==> src/rtl/jtcps1_pkg.sv <==
// Shared definitions for the CPS1 per-line render scheduler.
package jtcps1_pkg;

  typedef enum logic [1:0] {
    IDLE = 2'd0,
    SEEK = 2'd1,
    GO   = 2'd2,
    WAIT = 2'd3
  } sched_state_e;

  localparam int unsigned JOB_SCR1  = 0;
  localparam int unsigned JOB_SCR2  = 1;
  localparam int unsigned JOB_SCR3  = 2;
  localparam int unsigned JOB_OBJ   = 3;
  localparam int unsigned NJOBS_DEF = 4;

endpackage

==> src/rtl/jtcps1_line_sched_if.sv <==
// Job launch/completion bundle between the line scheduler and the render jobs.
interface jtcps1_line_sched_if
  import jtcps1_pkg::*;
#(
  parameter int unsigned NJOBS = NJOBS_DEF
);
  logic [NJOBS-1:0] job_go;
  logic             job_abort;
  logic [8:0]       job_line;
  logic [NJOBS-1:0] job_done;

  modport master (
    output job_go,
    output job_abort,
    output job_line,
    input  job_done
  );

  modport slave (
    input  job_go,
    input  job_abort,
    input  job_line,
    output job_done
  );
endinterface

==> src/rtl/jtcps1_edge.sv <==
// Rising-edge detector; history resets high so a level held through reset is ignored.
module jtcps1_edge (
  input  logic clk,
  input  logic rst,
  input  logic din,
  output logic rise
);
  logic din_q;

  always_ff @(posedge clk) begin
    if (rst) din_q <= 1'b1;
    else     din_q <= din;
  end

  assign rise = din & ~din_q;
endmodule

==> src/rtl/jtcps1_line_sched.sv <==
// Per-scanline render scheduler: launches enabled jobs in order on each line start,
// flips the line-buffer select and counts chains overrun by the next line.
module jtcps1_line_sched
  import jtcps1_pkg::*;
#(
  parameter int unsigned NJOBS = NJOBS_DEF,
  parameter int unsigned OVRW  = 8
) (
  input  logic                clk,
  input  logic                rst,
  input  logic                start,
  input  logic                preVB,
  input  logic [8:0]          vrender,
  input  logic [NJOBS-1:0]    job_en,
  jtcps1_line_sched_if.master jobs,
  output logic                buf_sel,
  output logic                busy,
  input  logic                ovr_clr,
  output logic [OVRW-1:0]     ovr_cnt
);
  localparam int unsigned IW = $clog2(NJOBS + 1);
  typedef logic [IW-1:0] idx_t;
  localparam idx_t LAST_IDX = idx_t'(NJOBS);

  sched_state_e     state_q, state_d;
  idx_t             idx_q, idx_d;
  logic [NJOBS-1:0] en_q, en_d;
  logic [8:0]       line_q, line_d;
  logic             buf_q, buf_d;
  logic             abort_q, abort_d;
  logic [OVRW-1:0]  ovr_q, ovr_d;

  logic             st_edge;
  logic             cur_en, cur_done, later_en;
  logic             done_last, overrun;
  logic [NJOBS-1:0] go;

  jtcps1_edge u_st_edge (
    .clk  (clk),
    .rst  (rst),
    .din  (start),
    .rise (st_edge)
  );

  // Decode the current job slot and whether any enabled job remains after it.
  always_comb begin
    cur_en   = 1'b0;
    cur_done = 1'b0;
    later_en = 1'b0;
    go       = '0;
    for (int unsigned j = 0; j < NJOBS; j++) begin
      if (idx_q == idx_t'(j)) begin
        cur_en   = en_q[j];
        cur_done = jobs.job_done[j];
      end
      if (idx_t'(j) > idx_q) later_en = later_en | en_q[j];
      go[j] = (state_q == GO) && (idx_q == idx_t'(j));
    end
  end

  assign busy      = (state_q != IDLE);
  // A new line landing on the final done is a clean completion, not an overrun.
  assign done_last = (state_q == WAIT) && cur_done && !later_en;
  assign overrun   = st_edge && busy && !done_last;

  always_comb begin
    state_d = state_q;
    idx_d   = idx_q;
    en_d    = en_q;
    line_d  = line_q;
    buf_d   = buf_q;
    abort_d = 1'b0;
    ovr_d   = ovr_q;

    case (state_q)
      IDLE: ;
      SEEK: begin
        if (idx_q == LAST_IDX) state_d = IDLE;
        else if (!cur_en)      idx_d   = idx_q + idx_t'(1);
        else                   state_d = GO;
      end
      GO:   state_d = WAIT;
      WAIT: begin
        if (cur_done) begin
          idx_d   = idx_q + idx_t'(1);
          state_d = SEEK;
        end
      end
      default: state_d = IDLE;
    endcase

    if (st_edge) begin
      if (overrun) begin
        abort_d = (state_q != SEEK);
        if (ovr_q != '1) ovr_d = ovr_q + OVRW'(1);
      end
      if (preVB) begin
        state_d = IDLE;
      end else begin
        line_d  = vrender;
        en_d    = job_en;
        buf_d   = ~buf_q;
        idx_d   = '0;
        state_d = SEEK;
      end
    end

    if (ovr_clr) ovr_d = '0;
  end

  always_ff @(posedge clk) begin
    if (rst) begin
      state_q <= IDLE;
      idx_q   <= '0;
      en_q    <= '0;
      line_q  <= '0;
      buf_q   <= 1'b0;
      abort_q <= 1'b0;
      ovr_q   <= '0;
    end else begin
      state_q <= state_d;
      idx_q   <= idx_d;
      en_q    <= en_d;
      line_q  <= line_d;
      buf_q   <= buf_d;
      abort_q <= abort_d;
      ovr_q   <= ovr_d;
    end
  end

  assign jobs.job_go    = go;
  assign jobs.job_abort = abort_q;
  assign jobs.job_line  = line_q;
  assign buf_sel        = buf_q;
  assign ovr_cnt        = ovr_q;
endmodule

==> src/flat_wrapper.sv <==
// flat-port wrapper written by rule: the top's interface ports become plain ports
module jtcps1_line_sched_flat import jtcps1_pkg::*;
#(
  parameter int unsigned NJOBS = NJOBS_DEF,
  parameter int unsigned OVRW  = 8
)
  (clk, rst, start, preVB, vrender, job_en, buf_sel, busy, ovr_clr, ovr_cnt, jobs_job_go, jobs_job_abort, jobs_job_line, jobs_job_done);
  jtcps1_line_sched_if #(.NJOBS(NJOBS)) jobs_i ();
  input  logic clk;
  input  logic rst;
  input  logic start;
  input  logic preVB;
  input  logic [8:0] vrender;
  input  logic [NJOBS-1:0] job_en;
  output logic buf_sel;
  output logic busy;
  input  logic ovr_clr;
  output logic [OVRW-1:0] ovr_cnt;
  output wire logic [$bits(jobs_i.job_go)-1:0] jobs_job_go;
  output wire logic [$bits(jobs_i.job_abort)-1:0] jobs_job_abort;
  output wire logic [$bits(jobs_i.job_line)-1:0] jobs_job_line;
  input wire logic [$bits(jobs_i.job_done)-1:0] jobs_job_done;
  assign jobs_job_go = jobs_i.job_go;
  assign jobs_job_abort = jobs_i.job_abort;
  assign jobs_job_line = jobs_i.job_line;
  assign jobs_i.job_done = jobs_job_done;
  jtcps1_line_sched #(.NJOBS(NJOBS), .OVRW(OVRW)) u_core (.clk(clk), .rst(rst), .start(start), .preVB(preVB), .vrender(vrender), .job_en(job_en), .jobs(jobs_i), .buf_sel(buf_sel), .busy(busy), .ovr_clr(ovr_clr), .ovr_cnt(ovr_cnt));
endmodule
==> config.mk <==
export PLATFORM = sky130hd
export DESIGN_NAME = jtcps1_line_sched_flat
export DESIGN_NICKNAME = d
export VERILOG_FILES = /design/src/rtl/jtcps1_pkg.sv /design/src/rtl/jtcps1_line_sched_if.sv /design/src/rtl/jtcps1_edge.sv /design/src/rtl/jtcps1_line_sched.sv /design/src/flat_wrapper.sv
export SDC_FILE = /design/constraint.sdc
export NUM_CORES = 1
export LEC_CHECK = 0
export BUFFER_PORTS_ARGS = -buffer_cell sky130_fd_sc_hd__clkbuf_2
export CELL_PAD_IN_SITES_DETAIL_PLACEMENT = 0
export CELL_PAD_IN_SITES_GLOBAL_PLACEMENT = 1
export CORE_MARGIN = 2
export CORE_UTILIZATION = 30
export DETAILED_ROUTE_END_ITERATION = 8
export PLACE_DENSITY = 0.73
export SETUP_SLACK_MARGIN = 0.15
export SKIP_CTS_REPAIR_TIMING = 1
export SYNTH_ARGS = -nofsm -noshare
export SYNTH_HDL_FRONTEND = slang
export SYNTH_SLANG_ARGS = --single-unit
==> constraint.sdc <==
create_clock -name clk -period 2.1 [get_ports clk]
set_input_delay 0.42 -clock clk [delete_from_list [all_inputs] [get_ports clk]]
set_output_delay 0.42 -clock clk [all_outputs]
set_load 0.005 [all_outputs]
* Word-level counts from Yosys, hierarchy flattened
Index checks and enable logic that the tools add are counted.
** Cells by class
- Equality and inequality tests :: 11
- Multiplexer cells :: 24
- $add $sub $neg :: 2
- Bitwise operators :: 9
- Order comparisons :: 4
- Reduce and logical (&&, ||, !) cells :: 18
** Operator list (count)
- 2-to-1 mux 3 bit :: 5
- 2-to-1 mux 1 bit :: 13
- adder 8 x 1 -> 8 bit, second input constant :: 1
- logical AND 1 bit :: 8
- 2-to-1 mux 2 bit :: 4
- inequality test 8 bit, second input constant :: 1
- == test 3 x 2 -> 1 bit, second input constant :: 2
- greater-than comparator 1 x 3 -> 1 bit, first input constant :: 2
- greater-than comparator 2 x 3 -> 1 bit, first input constant :: 2
- case mux 2 bit (3 select lines) :: 1
- case mux 3 bit (2 select lines) :: 1
- AND reduction 3 bit :: 2
- NOT 1 bit :: 5
- == test 2 bit, second input constant :: 2
- inequality test 4 x 1 -> 1 bit, second input constant :: 1
- nonzero test 4 bit :: 1
- adder 3 x 1 -> 3 bit, second input constant :: 1
- == test 3 x 1 -> 1 bit, second input constant :: 1
- == test 3 bit, second input constant :: 1
- zero test 3 bit :: 1
- inequality test 3 x 1 -> 1 bit, second input constant :: 1
- OR 1 bit :: 3
- OR reduction 3 bit :: 1
- == test 2 x 1 -> 1 bit, second input constant :: 1
- 6 further kinds :: 7
** Word-level totals
- Logic and storage cells :: 76
- Register bits after elaboration :: 29
- Input bits :: 22
- Output and inout port bits :: 24

* Logic depth before layout (Yosys ltp)
- Depth after elaboration :: 14
- Mapped depth :: 9
- Mapped depth without buffers :: 7

* Hierarchy
A second synthesis with hierarchy kept.
** Unflattened totals
- Cells, all modules :: 187
- Area total of the unflattened synthesis :: 1468.9 µm²
** Modules (own cells, without submodules)
- jtcps1_line_sched :: cells an instance 184, area each 1436.4 µm², times used 1
- jtcps1_edge :: cells an instance 3, area each 32.5 µm², times used 1

* Worst setup path before layout
No wires, ideal clock.
- Path type :: reg2reg
- Start point :: register u_core.idx_q[0]
- End point :: register u_core.state_q[1]
- Arrival :: 1.800 ns
- Path slack :: 0.181 ns
- Clock period less this slack :: 1.919 ns
- Path buffers :: 0
- Stages on the path, launching flop included :: 8
- Data required time :: 1.981 ns
- Path through :: dfxtp_1 -> inv_1 -> ha_1 -> and2_1 -> a221o_1 -> a31oi_2 -> nor2b_1 -> o221a_2
** On the way
- Word-level cells in the longest chain between the ends :: 7
- Elaborated cells on any way between the ends :: 19
- Those cells by class :: eq/ne: 6; mux: 11; reduce/logical: 2
** RTL lines
- start: declaration :: RTL line jtcps1_line_sched.sv:26 : idx_t idx_q, idx_d;
- start signal: assignment :: RTL line jtcps1_line_sched.sv:122 : idx_q <= idx_d;
- zero test 3 bit :: RTL line jtcps1_line_sched.sv:52 : if (idx_q == idx_t'(j)) begin
- 2-to-1 mux 1 bit (4 in series) :: RTL line jtcps1_line_sched.sv:52
- inequality test 4 x 1 -> 1 bit (no line) / inequality test 3 x 1 -> 1 bit (equally long branches)
- AND reduction 3 bit (no line)
- end signal: assignment :: RTL line jtcps1_line_sched.sv:121 : state_q <= state_d;
- end: declaration :: RTL line jtcps1_line_sched.sv:25 : sched_state_e state_q, state_d;
Parallel ways exist; a longest one is shown, timed or not.
A chain may end at the register's enable or synchronous reset.

* Worst setup path after layout
- Start point :: register u_core.idx_q[0]
- End point :: output port jobs_job_go[2]
** On the way
- Word-level cells in the longest chain between the ends :: 2
** RTL lines
- == test 3 x 2 -> 1 bit :: RTL line jtcps1_line_sched.sv:57 : go[j] = (state_q == GO) && (idx_q == idx_t'(j));
- logical AND 1 bit :: RTL line jtcps1_line_sched.sv:57
- end: declaration :: RTL line flat_wrapper.sv:19 : output wire logic [$bits(jobs_i.job_go)-1:0] jobs_job_go;
Every way passes these cells.

==> reports/metrics.csv <==
metric,value,unit
yosysTopAreaCell,dfxtp_1,
hold_path.class,in2reg,
htreeDepth,2,
r2r_cells,7,
grt_usage,0.1434,
diodes,0,
status,"complete, no violations",
antenna_left,0,
synth.area.top_cells,"dfxtp_1 (38%), nand2_1 (11%), mux2i_1 (6.6%)",
p_leak,0.8208,nW
drv_slew,0,
seq_area_frac_synth,0.3825,
max-slew-margin-rel,0.6605,
yosys_warnings,0,
first_iter_violations,52,
worst_path_most_repeated_cell,inv_1,
die_y,75.13,um
numCtsBuffers,5,
syn_area,1518,sq um
crit_family,buffers and inverters,
wl_per_cell,12.56,um
initial_utilization,0.3171,
fin_ws,0.2430,ns
place.gp.congestion,0.8597,
synthDistinctLibCells,42,
clock_skew,0.006656,ns
slowest_delay,0.31,ns
layout_min_cycle_time,1.857,ns
crit_chain,inv_1 -> ha_2 -> inv_1 -> nor3_1 -> clkbuf_2,
netlist_instances,189,
path_max_fanout,6,
drive_above_1_share,0.2988,
syn-num-nets,215,
hpwl,2.694,mm
max_freq,538.5,MHz
grt-ovfl-total,0,
drv_cap,0,
grt_pass1_vias,1329,
core-area,4786,sq um
peakVddDrop,0.4237,mV
dieArea,5644,sq um
ctsLongestPathBuffers,2,
crit_end,jobs_job_go[2],
cts_tree,built,
clk_latency,0.28,ns
cp.depth,5,
cp-startpoint,u_core.idx_q[0],
clkTransAtPathRegs,0.07,ns
yosysMostFrequentCell,nand2_1,
grt_max_degree,19,
tightest_slew,0.5092,ns
r2r_start,u_core.idx_q[0],
synth-edff-count,0,
p_per_area,577.4,nW/um^2
setup_viol,0,
critical_path_class,reg2out,
cts.sinks,29,
synthArstFlopShare,0,
rsz0062_at_grt,true,
wl,3.870,mm
critPathLaunchType,flop,
pin_count,46,
cp-end-kind,output pin,
vias,1483,
preCtsSetupSlack,0.07823,ns
setup_tns,0,ns
rows,25,
viasPerCell,4.815,
antenna_found_initial,0,
dr.pass1.iters,4,
synth_top_flop_cell,dfxtp_1,
period_share,0.8843,
r2r-end,u_core.ovr_cnt[5],
avgSynthCellArea,8.030,sq um
nets,266,
clockRootBuffer,clkbuf_8,
ys_ff_latch,29,
worstPathRequired,1.68,ns
crit_arrival,1.44,ns
synth_top_area_frac,0.3825,
drc,0,
crit_buf_inv,3,
ff2ff_setup_slack,0.27,ns
port_buffers,45,
grt_pass1_wl,6.182,mm
synthTopCellsByCount,"nand2_1 (45), dfxtp_1 (29), a21oi_1 (19)",
die_w,75.13,um
finalHoldViolCount,0,
critPathSlowestCell,dfxtp_1,
area_growth,29.76,%
[final cells by class]
class / instances / area, sq um
flip-flops and latches: 29 / 584.3
fillers: 514 / 2816
inverters: 5 / 18.77
well taps: 67 / 83.83
multi-input cells: 147 / 918.4
clock buffers: 5 / 68.82
repair buffers: 52 / 277.8
clock inverters: 3 / 17.52
[sequential cells by signal, summed over array words and instances, names as in the netlist]
name / flops
u_core.en_q: 4
u_core.ovr_cnt: 8
u_core.jobs.job_line: 9
u_core.state_q: 2
u_core.idx_q: 3
u_core.buf_sel: 1
u_core.jobs.job_abort: 1
u_core.u_st_edge.din_q: 1
[how the worst min path moves through the flow]
stage | from | to | depth (start not counted)
finish | vrender[7] | u_core.jobs.job_line[7] | 3
CTS | vrender[1] | u_core.jobs.job_line[1] | 3
global placement | u_core.jobs.job_line[0] | u_core.jobs.job_line[0] | 2
global route | vrender[2] | u_core.jobs.job_line[2] | 3
floorplan | u_core.en_q[2] | u_core.en_q[2] | 2
detailed placement | u_core.jobs.job_line[0] | u_core.jobs.job_line[0] | 2
[per-layer routing]
metal | vias to the layer above | global-route usage | routed length [um]
li1 | 770 | - | -
met1 | 673 | 0.1897 | 1855
met2 | 38 | 0.2212 | 1699
met3 | 2 | 0.04953 | 282
met4 | 0 | 0.04167 | 32
met5 | - | 0 | 0
[layout by cell type, fill, tap and decap left out, drive strengths merged, types with 2 or more instances in the layout]
cell type	instances
clkbuf	50
nand2	45
dfxtp	29
a21oi	20
mux2i	10
or3	7
buf	7
nor2b	6
nor2	6
o21ai	6
inv	5
and3	5
nand2b	4
ha	4
nand4	3
nand3	3
a211oi	3
nor3	2
nand3b	2
a41o	2
or2	2
a32oi	2
clkinv	2
a21boi	2
[per-stage QoR]
step | power, mW | area [sq um] | util | std cells | hold WS, ns
final | 1.137 | 1969 | 0.4115 | 308 | 0.3479
after global placement | 0.6888 | 1832 | 0.3827 | 299 | 0.4430
after global routing | 1.186 | 1969 | 0.4115 | 308 | 0.3524
after CTS | 1.146 | 1918 | 0.4008 | 307 | 0.3359
after floorplan | 0.6379 | 1518 | - | 189 | 0.4402
after detailed placement | 0.6874 | 1832 | 0.3827 | 299 | 0.4507
[power by group]
part	leakage [nW]	total (mW)	switching (mW)	internal (mW)
combinational	0.541	0.112	0.0621	0.0497
clock	0.0439	0.459	0.230	0.228
sequential	0.235	0.567	0.00799	0.559
total	0.821	1.14	0.300	0.837
[logic make-up after synthesis]
| logic type | after synthesis | synth area share |
|---|---|---|
| simple gates | 90 | 0.2885 |
| mux | 10 | 0.06595 |
| compound gates | 41 | 0.1805 |
| xor+xnor | 1 | 0.005772 |
| flops | 29 | 0.3825 |
| buf+inv | 14 | 0.04369 |
| fa+ha+maj | 4 | 0.03298 |
[worst register-to-register path, stage by stage (launching register included)]
cell,delay (ns)
dfxtp_1,0.33
inv_1,0.09
ha_2,0.23
and3_1,0.16
a32o_1,0.24
a41o_2,0.30
a21oi_1,0.19
mux2i_1,0.22
(Power assumes the default switching activity.)
